**config.mk**
```make
export PLATFORM = sky130hd
export DESIGN_NAME = afifo_77_wr_packer
export DESIGN_NICKNAME = d
export VERILOG_FILES = /design/src/rtl/afifo_77_wr_packer.sv
export SDC_FILE = /design/constraint.sdc
export NUM_CORES = 1
export LEC_CHECK = 0
export ABC_CLOCK_PERIOD_IN_PS = 4400
export CORE_MARGIN = 1.5
export CORE_UTILIZATION = 39
export DETAILED_ROUTE_END_ITERATION = 12
export GPL_ROUTABILITY_DRIVEN = 0
export HOLD_SLACK_MARGIN = 0.1
export PLACE_DENSITY = 0.61
export SYNTH_ARGS = -nofsm -noshare
export SYNTH_HDL_FRONTEND = slang
export SYNTH_SLANG_ARGS = --single-unit
```
**constraint.sdc**
```tcl
create_clock -name wr_clk -period 4.4 [get_ports wr_clk]
set_input_delay 1.1 -clock wr_clk [delete_from_list [all_inputs] [get_ports wr_clk]]
set_output_delay 1.1 -clock wr_clk [all_outputs]
set_load 0.01 [all_outputs]
```
**src/rtl/afifo_77_wr_packer.sv**
```systemverilog
// Write-side packer for the 77-bit async FIFO: filters, length-limits and
// skid-buffers an upstream beat stream, then writes packed words into the FIFO.
module afifo_77_wr_packer #(
  parameter int MAX_BEATS = 16,
  parameter int CNT_W     = 16
) (
  input  logic             wr_clk,
  input  logic             wr_reset_n,
  input  logic             i_s_valid,
  output logic             o_s_ready,
  input  logic [63:0]      i_s_data,
  input  logic [7:0]       i_s_strb,
  input  logic             i_s_last,
  input  logic [3:0]       i_s_id,
  output logic             o_fifo_wr_en,
  output logic [76:0]      o_fifo_wr_data,
  input  logic             i_fifo_wr_full,
  input  logic             i_sts_clr,
  output logic [CNT_W-1:0] o_pkt_cnt,
  output logic [CNT_W-1:0] o_trunc_cnt
);

  typedef enum logic [1:0] {
    ST_IDLE    = 2'd0,
    ST_BODY    = 2'd1,
    ST_DISCARD = 2'd2
  } state_t;

  localparam logic [8:0] LP_MAX = 9'(MAX_BEATS);

  function automatic logic [CNT_W-1:0] sat_inc(input logic [CNT_W-1:0] v);
    if (v == {CNT_W{1'b1}}) begin
      sat_inc = v;
    end else begin
      sat_inc = v + {{(CNT_W-1){1'b0}}, 1'b1};
    end
  endfunction

  state_t       r_state;
  state_t       w_state_nxt;
  logic [7:0]   r_beat_cnt;
  logic [7:0]   w_beat_cnt_nxt;
  logic [3:0]   r_id_q;
  logic [3:0]   w_id_nxt;
  logic [76:0]  r_buf0;
  logic [76:0]  r_buf1;
  logic [1:0]   r_buf_cnt;
  logic [CNT_W-1:0] r_pkt_cnt;
  logic [CNT_W-1:0] r_trunc_cnt;

  logic         w_accept;
  logic         w_pop;
  logic         w_push;
  logic         w_keep;
  logic         w_pkt_inc;
  logic         w_trunc_inc;
  logic         w_word_last;
  logic [3:0]   w_word_id;
  logic [76:0]  w_word;

  assign o_s_ready      = (r_state == ST_DISCARD) | (r_buf_cnt != 2'd2);
  assign w_accept       = i_s_valid & o_s_ready;
  assign w_pop          = (r_buf_cnt != 2'd0) & ~i_fifo_wr_full;
  assign w_keep         = (i_s_strb != 8'h00) | i_s_last;
  // The first beat of a packet carries its own id; later beats reuse the latched one.
  assign w_word_id      = (r_state == ST_IDLE) ? i_s_id : r_id_q;
  assign w_word         = {w_word_id, w_word_last, i_s_strb, i_s_data};
  assign o_fifo_wr_en   = w_pop;
  assign o_fifo_wr_data = r_buf0;
  assign o_pkt_cnt      = r_pkt_cnt;
  assign o_trunc_cnt    = r_trunc_cnt;

  // Next-state and push decision for each accepted beat.
  always_comb begin
    w_state_nxt    = r_state;
    w_beat_cnt_nxt = r_beat_cnt;
    w_id_nxt       = r_id_q;
    w_push         = 1'b0;
    w_word_last    = 1'b0;
    w_pkt_inc      = 1'b0;
    w_trunc_inc    = 1'b0;
    case (r_state)
      ST_IDLE, ST_BODY: begin
        if (w_accept && w_keep) begin
          w_push   = 1'b1;
          w_id_nxt = w_word_id;
          if (i_s_last) begin
            w_word_last    = 1'b1;
            w_pkt_inc      = 1'b1;
            w_beat_cnt_nxt = 8'd0;
            w_state_nxt    = ST_IDLE;
          end else if (({1'b0, r_beat_cnt} + 9'd1) == LP_MAX) begin
            w_word_last    = 1'b1;
            w_pkt_inc      = 1'b1;
            w_trunc_inc    = 1'b1;
            w_beat_cnt_nxt = 8'd0;
            w_state_nxt    = ST_DISCARD;
          end else begin
            w_beat_cnt_nxt = r_beat_cnt + 8'd1;
            w_state_nxt    = ST_BODY;
          end
        end else begin
          w_state_nxt = r_state;
        end
      end
      ST_DISCARD: begin
        if (w_accept && i_s_last) begin
          w_state_nxt = ST_IDLE;
        end else begin
          w_state_nxt = ST_DISCARD;
        end
      end
      default: begin
        w_state_nxt = ST_IDLE;
      end
    endcase
  end

  // FSM state, beat counter and latched packet id.
  always_ff @(posedge wr_clk or negedge wr_reset_n) begin
    if (!wr_reset_n) begin
      r_state    <= ST_IDLE;
      r_beat_cnt <= 8'd0;
      r_id_q     <= 4'd0;
    end else begin
      r_state    <= w_state_nxt;
      r_beat_cnt <= w_beat_cnt_nxt;
      r_id_q     <= w_id_nxt;
    end
  end

  // Two-entry skid buffer; r_buf0 is always the head.
  always_ff @(posedge wr_clk or negedge wr_reset_n) begin
    if (!wr_reset_n) begin
      r_buf0    <= 77'd0;
      r_buf1    <= 77'd0;
      r_buf_cnt <= 2'd0;
    end else begin
      case ({w_push, w_pop})
        2'b10: begin
          if (r_buf_cnt == 2'd0) begin
            r_buf0 <= w_word;
          end else begin
            r_buf1 <= w_word;
          end
          r_buf_cnt <= r_buf_cnt + 2'd1;
        end
        2'b01: begin
          r_buf0    <= r_buf1;
          r_buf1    <= 77'd0;
          r_buf_cnt <= r_buf_cnt - 2'd1;
        end
        2'b11: begin
          if (r_buf_cnt == 2'd1) begin
            r_buf0 <= w_word;
          end else begin
            r_buf0 <= r_buf1;
            r_buf1 <= w_word;
          end
        end
        default: begin
          r_buf_cnt <= r_buf_cnt;
        end
      endcase
    end
  end

  // Saturating status counters; a clear wins over a same-cycle increment.
  always_ff @(posedge wr_clk or negedge wr_reset_n) begin
    if (!wr_reset_n) begin
      r_pkt_cnt   <= {CNT_W{1'b0}};
      r_trunc_cnt <= {CNT_W{1'b0}};
    end else if (i_sts_clr) begin
      r_pkt_cnt   <= {CNT_W{1'b0}};
      r_trunc_cnt <= {CNT_W{1'b0}};
    end else begin
      if (w_pkt_inc) begin
        r_pkt_cnt <= sat_inc(r_pkt_cnt);
      end
      if (w_trunc_inc) begin
        r_trunc_cnt <= sat_inc(r_trunc_cnt);
      end
    end
  end

endmodule

```
==> run summary, run 1 <==
outcome: finished, final reports clean
initial core utilization: 0.397
Avg Synthesized Cell Area: 9.41 um^2
relative slew slack: 0.371
final wirelength: 24900 um
clock-pin slew of the registers on the worst-case setup and hold paths: 0.05 ns
final slew viol count: 0
number of inserted diodes: 0
# port buffers: 192
CORE AREA: 0.0235 mm^2
global route overflow: 0
Worst path max stage delay: 0.67 ns
total negative setup slack: 0 ns
worst skew pair latency: 0.52 ns
Synth-to-Final Area Change: 33.4%
Clock Tree Root: clkbuf_16
post-synth top area share: 0.540
maxcap violations: 0
top post-synthesis cells by count: 202 x dfrtp_1, 175 x nor2_1, 102 x nand2_1
Worst Path Arrival: 2.76 ns
area of the die: 0.0249 mm^2
post-CTS setup buffers: 0
Peak VDD IR: 0.395 mV
CTS Buffer Depth: 3
YS warnings: 0
share of cells above drive strength 1: 0.0610
die width: 158 um
Crit Path Class: input pin to output port
CP startpoint kind: input pin
most used cell, CP: clkdlybuf4s50_1
Slew @ Worst Pin: 0.944 ns
antenna violations before repair: 0
vias in the first global route: 7640
most numerous cell in the Yosys netlist: dfrtp_1
via count: 7784
skew final: 0.0216 ns
unrepaired setup endpoints after global routing: no
CTS hold repair buffers: 0
DRT Pass-1 Iters: 4
fin nets: 1255
Pwr Density: 642 mW/mm^2
num ports: 193
Tcrit/Tclk final: 0.877
min cycle time layout: 3.86 ns
post-synthesis cell type count: 43
number of remaining DRC errors: 0
Critical Path Fanout Max: 6
Max Freq: 259 MHz
Final ANT Viol Nets: 0
Overall Global Routing Usage: 0.203
Non-Filler Instances: 1499
DP HPWL: 15800 um
Synth area leaders: dfrtp_1 54%, nor2_1 7.0%, a221oi_1 6.7%, nand2b_1 5.1%, o21ai_0 4.2%
site row count: 56
Syn Std Cell Area: 0.00936 mm^2
initial DRC count: 426
wire per inst: 16.6 um
Post-Place Cells: 1456
Die H: 158 um
clock sinks: 202
Synth Flop Type: dfrtp_1
Gate Count Post-Synth: 994
Mapped Nets: 1086
first-pass GRT wire length: 40300 um
final hold vios: 0
Synth area leader: dfrtp_1
Post-DP Area: 0.0117 mm^2
Crit-path slowest cell: clkdlybuf4s50_1
Post-Layout Inst Area: 0.0125 mm^2
Num CTS Buffers: 24
FF+latch count, synth: 202
number of vias per cell: 5.19
CTS tree: done
crit-path cells: clkdlybuf4s50_1, or2_2, inv_1, clkdlybuf4s50_1
Hold WS: 0.480 ns
FFs w/ async S/R, synth: 1.00
HP Class: flip-flop to flip-flop
Pwr Total: 8.02 mW
Layout fillers: 2224
Seq/Total Area, Yosys: 0.540
Post-synth EDFFs: 0
CP Capture Type: output port
Pleak: 5.17 nW
final setup vio count: 0
CTS H-tree depth: 1
Worst EP required: 3.30 ns
Post-CTS Resized: 0
largest net degree at the start of global routing: 83
-- flip-flops by register name (all words and copies together) (netlist names) --
name	cells
o_trunc_cnt	16
r_buf1	77
r_id_q	4
r_buf_cnt	2
r_state	2
o_fifo_wr_data	77
r_beat_cnt	8
o_pkt_cnt	16
-- critical path: cells and delay by family --
family        cells  cell delay (ns)
buf+inv           3             1.32
simple gates      1             0.34
-- report_power, final --
group / leakage, nW / switching [mW] / internal (mW)
combinational: 2.28 / 1.61 / 1.45
clock: 0.378 / 0.777 / 1.13
sequential: 2.51 / 0.444 / 2.60
total: 5.17 / 2.83 / 5.18
-- logic make-up (layout without fill, tap and decap cells) --
group | count (synthesis) | count (layout) | share of synthesized area
simple gates | 448 | 448 | 0.226
buf+inv | 82 | 268 | 0.0352
xor+xnor | 2 | 2 | 0.00187
flops | 202 | 202 | 0.540
compound gates | 234 | 234 | 0.166
fa+ha+maj | 10 | 10 | 0.0134
mux | 16 | 16 | 0.0181
-- final cells by class --
type / count / area (um^2) / area share
multi-input combinational: 710 / 4020 / 0.322
clock inverter: 8 / 80.1 / 0.00641
tap: 319 / 399 / 0.0320
sequential: 202 / 5050 / 0.405
clock buffer: 35 / 682 / 0.0546
timing repair buffer: 215 / 2210 / 0.177
inverter: 10 / 37.5 / 0.00301
-- metal layers --
metal,vias to the layer above,part of all wire,GRT usage
met5,-,0,0
met4,0,0.021,0.0485
met1,3722,0.45,0.274
met3,32,0.055,0.0402
met2,183,0.47,0.334
li1,3847,-,-
-- worst paths after layout --
path | to | depth (start not counted) | start | slack (ns)
max | o_fifo_wr_en | 4 | i_fifo_wr_full | 0.54
min | r_buf1[51]$_DFFE_PN0P_ | 2 | r_buf1[51]$_DFFE_PN0P_ | 0.48
max reg2reg | o_fifo_wr_data[19]$_DFFE_PN0P_ | 10 | r_buf_cnt[0]$_DFFE_PN0P_ | 1.66
min reg2reg | r_buf1[51]$_DFFE_PN0P_ | 2 | r_buf1[51]$_DFFE_PN0P_ | 0.48
max in group asynchronous | r_buf1[51]$_DFFE_PN0P_ | 2 | wr_reset_n | 2.90
min in group asynchronous | o_pkt_cnt[3]$_DFFE_PN0P_ | 1 | wr_reset_n | 0.59
-- per-stage QoR --
step | worst slack [ns] | util
after floorplan | 0.542 | -
after global placement | 0.531 | 0.498
after global routing | 0.510 | 0.530
after detailed placement | 0.464 | 0.498
after CTS | 0.545 | 0.530
final | 0.541 | 0.530
-- placed cells by master, fill, tap and decap left out, types with 3 or more instances in the layout --
master           instances
clkinv_2                 5
or3_1                    5
a21oi_1                 37
nor2_1                 174
o31ai_1                 25
a221oi_1                72
dfrtp_1                202
or4_1                   19
mux2i_1                  9
nand4_1                  9
clkbuf_1                 7
clkdlybuf4s50_1        191
nor4_1                   7
inv_1                    9
o21ai_0                 79
nand3_1                 15
nand2_1                100
nor2b_1                  9
ha_1                     9
nand2b_1                77
and2_1                   3
clkbuf_8                 4
mux2_1                   7
o21ai_1                  9
buf_12                   9
or2_2                    3
and3_1                  10
nor3_1                   8
clkbuf_16               24
nor3b_1                  3
buf_4                   14
(Power assumes the default switching activity.)
==> run 2, diff against run 1 <==
Settings changed: TNS_END_PERCENT set to 1.
==> results of run 2 <==
No change in the layout: final DEF, timing and power equal those of run 1.
